File: config.mk
export PLATFORM = sky130hd
export DESIGN_NAME = i2c_rx_fifo_gen
export DESIGN_NICKNAME = d
export VERILOG_FILES = /design/src/rtl/i2c_rx_fifo_gen.sv
export SDC_FILE = /design/constraint.sdc
export NUM_CORES = 1
export LEC_CHECK = 0
export ABC_AREA = 1
export BUFFER_PORTS_ARGS = -buffer_cell sky130_fd_sc_hd__buf_2
export CORE_ASPECT_RATIO = 1.2
export CORE_MARGIN = 2
export CORE_UTILIZATION = 25
export DETAILED_ROUTE_END_ITERATION = 16
export HOLD_SLACK_MARGIN = 0.08
export PLACE_DENSITY = 0.45
export SYNTH_ARGS = -nofsm -noshare
export SYNTH_HDL_FRONTEND = slang
export SYNTH_SLANG_ARGS = --single-unit
File: constraint.sdc
create_clock -name pclk -period 3.2 [get_ports pclk]
set_input_delay 0.16 -clock pclk [delete_from_list [all_inputs] [get_ports pclk]]
set_output_delay 0.16 -clock pclk [all_outputs]
set_load 0.03 [all_outputs]
File: src/rtl/i2c_rx_fifo_gen.sv
// i2c_rx_fifo_gen: parametrised show-ahead RX FIFO between the I2C receive
// engine (write side) and the APB register block (read side). Provides a
// fill level, threshold flag, sticky overflow, flush and an idle-timeout flag.
// Everything runs in the pclk domain.
module i2c_rx_fifo_gen #(
    parameter int unsigned DW = 8,
    parameter int unsigned AW = 4,
    parameter int unsigned TW = 8
) (
    input  logic          pclk,
    input  logic          prst_n,
    input  logic          flush,
    input  logic          wr_en,
    input  logic [DW-1:0] wr_data,
    input  logic          rd_en,
    output logic [DW-1:0] rd_data,
    output logic          not_empty,
    output logic          full,
    output logic [AW:0]   level,
    input  logic [AW:0]   thr_level,
    output logic          thr_hit,
    output logic          ov,
    input  logic          ov_clr,
    input  logic [TW-1:0] to_cyc,
    output logic          to_flag
);

    localparam int unsigned DEPTH   = 1 << AW;
    localparam logic [AW:0] DEPTH_V = (AW+1)'(DEPTH);

    logic [DW-1:0] mem [DEPTH];
    logic [AW:0]   wptr;
    logic [AW:0]   rptr;
    logic [TW-1:0] tcnt;
    logic          wr_ok;
    logic          rd_ok;

    // Status and show-ahead data, derived from the registered pointers only
    always_comb begin
        level     = wptr - rptr;
        full      = (level == DEPTH_V);
        not_empty = (level != '0);
        thr_hit   = (thr_level != '0) && (level >= thr_level);
        rd_data   = mem[rptr[AW-1:0]];
        wr_ok     = wr_en & ~full & ~flush;
        rd_ok     = rd_en & not_empty & ~flush;
    end

    // Storage array: written on accepted writes, intentionally not reset
    always_ff @(posedge pclk) begin
        if (wr_ok) begin
            mem[wptr[AW-1:0]] <= wr_data;
        end
    end

    // Write/read pointers; flush returns both to zero and overrides traffic
    always_ff @(posedge pclk or negedge prst_n) begin
        if (!prst_n) begin
            wptr <= '0;
            rptr <= '0;
        end else if (flush) begin
            wptr <= '0;
            rptr <= '0;
        end else begin
            if (wr_ok) wptr <= wptr + (AW+1)'(1);
            if (rd_ok) rptr <= rptr + (AW+1)'(1);
        end
    end

    // Sticky overflow: a dropped write while full sets it, and set beats clear
    always_ff @(posedge pclk or negedge prst_n) begin
        if (!prst_n) begin
            ov <= 1'b0;
        end else if (wr_en && full && !flush) begin
            ov <= 1'b1;
        end else if (ov_clr) begin
            ov <= 1'b0;
        end
    end

    // Idle timeout: count quiet cycles while non-empty; flag after to_cyc of them
    always_ff @(posedge pclk or negedge prst_n) begin
        if (!prst_n) begin
            tcnt    <= '0;
            to_flag <= 1'b0;
        end else begin
            if (flush || wr_ok || rd_ok || !not_empty) begin
                tcnt <= '0;
            end else if ((to_cyc != '0) && !to_flag) begin
                // Counter holds at to_cyc-1 once the flag fires
                if (tcnt == to_cyc - TW'(1)) begin
                    to_flag <= 1'b1;
                end else begin
                    tcnt <= tcnt + TW'(1);
                end
            end
            if (flush || rd_ok || !not_empty) begin
                to_flag <= 1'b0;
            end
        end
    end

endmodule

==> results.yml <==
clocking:
  clock_path_buffers: 2
  htreeDepth: 4
  cts_buffers: 17
  postCtsSetupBuffers: 0
  cts.sinks: 148
  path_clk_slew_ns: 0.07
  cts_tree: "yes"
  cts_root_buf: "clkbuf_16"
  clk_latency_ns: 0.42
drt:
  drt_wl_total_microns: 19200
  via_per_inst: 4.61
  top_layer: "met4"
  wl_per_cell_microns: 17.8
  wl_met1_microns: 8080
  wl_met2_microns: 9960
  wl_met3_microns: 915
  drt-pass1-iter-count: 4
  via_count: 4960
  drt_iter0_drc: 280
  drc: 0
  drtAntennaViolNets: 0
worst_hold_path:
  hold_end: "to_flag$_DFFE_PN0P_"
  hold_class: "primary input to register"
  min_path_cells: 4
  holdCritStartpoint: "rd_en"
critical_path:
  r2r_slack_ns: 0.38
  path_class: "register to output port"
  rr_endpoint: "mem[15][0]$_DFFE_PP_"
  worstRegToRegCells: 12
  timing.critical_path.to_type: "output port"
  timing.rr.start: "wptr[0]$_DFFE_PN0P_"
  cp_max_fo: 5
  worstPathRequired_ns: 3.04
  critPathLaunchType: "register"
  arrival_ns: 2.77
timing:
  rsz0062_at_grt: "false"
  fin_tns_setup_ns: 0
  finalSetupViolCount: 0
  clock_skew_ns: 0.0125
  slew_headroom_pct: 59.1
  period_minus_slack_ns: 2.93
  maxSlewViolCount: 0
  worst_slew_pin_slew_ns: 0.611
  fmax_mhz: 341
  fin_crit_sh_pct: 91.6
  hold_viol: 0
  fin_ws_ns: 0.270
floorplan:
  die_area_sq_um: 28900
  die_w_microns: 156
  floorplan.initialDensity_pct: 25.4
  core_sq_um: 27100
  ios: 45
  dieHeight_microns: 186
  rows: 66
placed_design:
  hpwl_microns: 13100
  place_congestion: 0.769
  port-buffer-count: 44
  pre_cts_slack_ns: 0.343
  dp_cells: 1039
yosys:
  synthTopCellsByArea: "edfxtp_1 56%, dfrtp_1 7.3%, nor2_1 6.1%, nand2_1 5.9%, o21ai_0 5.3%"
  synth.most_common_cell: "edfxtp_1"
  synth_cell_types: 36
  synth_top_area_share_pct: 55.8
  netlist_top_cells_count: "128 x edfxtp_1, 112 x nor2_1, 109 x nand2_1"
  avgSynthCellArea_sq_um: 10.5
  syn_inst: 656
  yosysWarningCount: 0
  ys_seq_area_share_pct: 63.1
  synth_top_flop_cell: "edfxtp_1"
  syn_area_sq_um: 6890
  synth_edf_count: 128
  synth_fp_nets: 701
  ys_ff_latch: 148
  async_reset_ff_share_pct: 13.5
  yosys.area.top_type: "edfxtp_1"
global_routing:
  antenna_found_initial: 0
  track_usage_pct: 13.7
  grt-ovfl-total: 0
  grt_pass1_vias: 5051
  grt_max_degree: 68
  grt_pass1_wl_microns: 29100
cells_and_area:
  finish.utilization_pct: 30.4
  area_growth_syn_to_layout_pct: 19.5
  drive_above_1_share_pct: 16.5
  diodes: 0
  nNetsFinal: 767
  fin_cells: 1075
job:
  maxCapViolCount: 0
power:
  ir_worst_vdd_uv: 382
  p_leak_nw: 3.13
  p_per_area_nw_per_um2: 779
  power_mw: 6.42
run_status:
  outcome: "complete, no violations"
## worst max-delay path, cell delays in order (launching register included)
cell      delay (ns)
dfrtp_1         0.41
inv_2           0.08
ha_1            0.22
fa_1            0.42
xnor2_2         0.29
ha_1            0.28
inv_1           0.05
o21bai_1        0.07
a21o_1          0.17
a21oi_1         0.12
a21oi_1         0.05
buf_2           0.19
## power by group
group	switching (mW)	total (mW)	leakage, nW	internal (mW)
Combinational	1.66	2.31	1.44	0.652
Clock	0.828	1.92	0.268	1.09
Sequential	0.0327	2.19	1.43	2.16
Total	2.52	6.42	3.13	3.90
## state kept, by name, indices dropped and copies added (netlist names)
name and flops:
mem 128, tcnt 8, to_flag 1, wptr 5, ov 1, rptr 5
## final cells by class
type                       count  area [sq um]
fill                        2806         18900
sequential                   148          4350
multi-input combinational    435          2270
timing repair buffer          71           437
clock buffer                  17           425
tap                          340           425
inverter                      49           184
clock inverter                15           148
## timing repair
action / in CTS / in global routing
setup endpoints to repair: 0 / 2
hold buffers: 4 / 0
endpoints found under the hold margin: 23 / 0
gates resized for setup: 0 / 4
## cell usage in the layout (no fill, tap or decap), drive strengths merged, types with 2 or more instances in the layout
cell type / netlist / layout
dfrtp: 20 / 20
clkbuf: 18 / 17
o22ai: 19 / 19
nor4: 2 / 2
dlygate4sd3: 0 / 4
clkinv: 1 / 5
nand3: 40 / 40
buf: 6 / 67
edfxtp: 128 / 128
nand4: 4 / 4
xnor2: 6 / 6
nor3: 3 / 3
o31ai: 2 / 2
xor2: 7 / 7
nor2: 117 / 117
nand2: 114 / 114
o21ai: 74 / 74
o211ai: 3 / 3
inv: 48 / 54
o221ai: 13 / 13
a21oi: 9 / 9
ha: 17 / 17
clkinvlp: 0 / 4
## worst max-delay path by stage
stage	startpoint	end	slack [ns]	cells past startpoint
floorplan	wptr[0]$_DFFE_PN0P_	mem[0][0]$_DFFE_PP_	0.12	10
global placement	wptr[0]$_DFFE_PN0P_	mem[8][1]$_DFFE_PP_	0.37	11
detailed placement	wptr[0]$_DFFE_PN0P_	mem[8][3]$_DFFE_PP_	0.34	11
CTS	rptr[0]$_DFFE_PN0P_	rd_data[0]	0.07	8
global route	wptr[0]$_DFFE_PN0P_	thr_hit	0.02	11
finish	wptr[0]$_DFFE_PN0P_	thr_hit	0.27	11
## metrics by stage
stage | instance area, sq um | hold WS (ns)
after floorplan | 6890 | -0.136
after global placement | 7610 | 0.163
after detailed placement | 7610 | 0.158
after CTS | 8220 | 0.0852
after global routing | 8240 | 0.111
final | 8240 | 0.0961
## routing by layer
metal	up-vias	global-route usage (%)
li1	2423	-
met4	0	3.85
met1	2407	16.4
met3	10	2.86
met5	-	0
met2	120	24.7
## cell families (layout without fill, tap and decap cells)
group	after synthesis	count (layout)	synth area share, %
simple gates	281	281	17.3
flops	148	148	63.1
compound gates	123	123	10.5
buf+inv	73	152	4.09
fa+ha+maj	18	18	3.38
xor+xnor	13	13	1.65
Power figures use the tool's default switching activity.
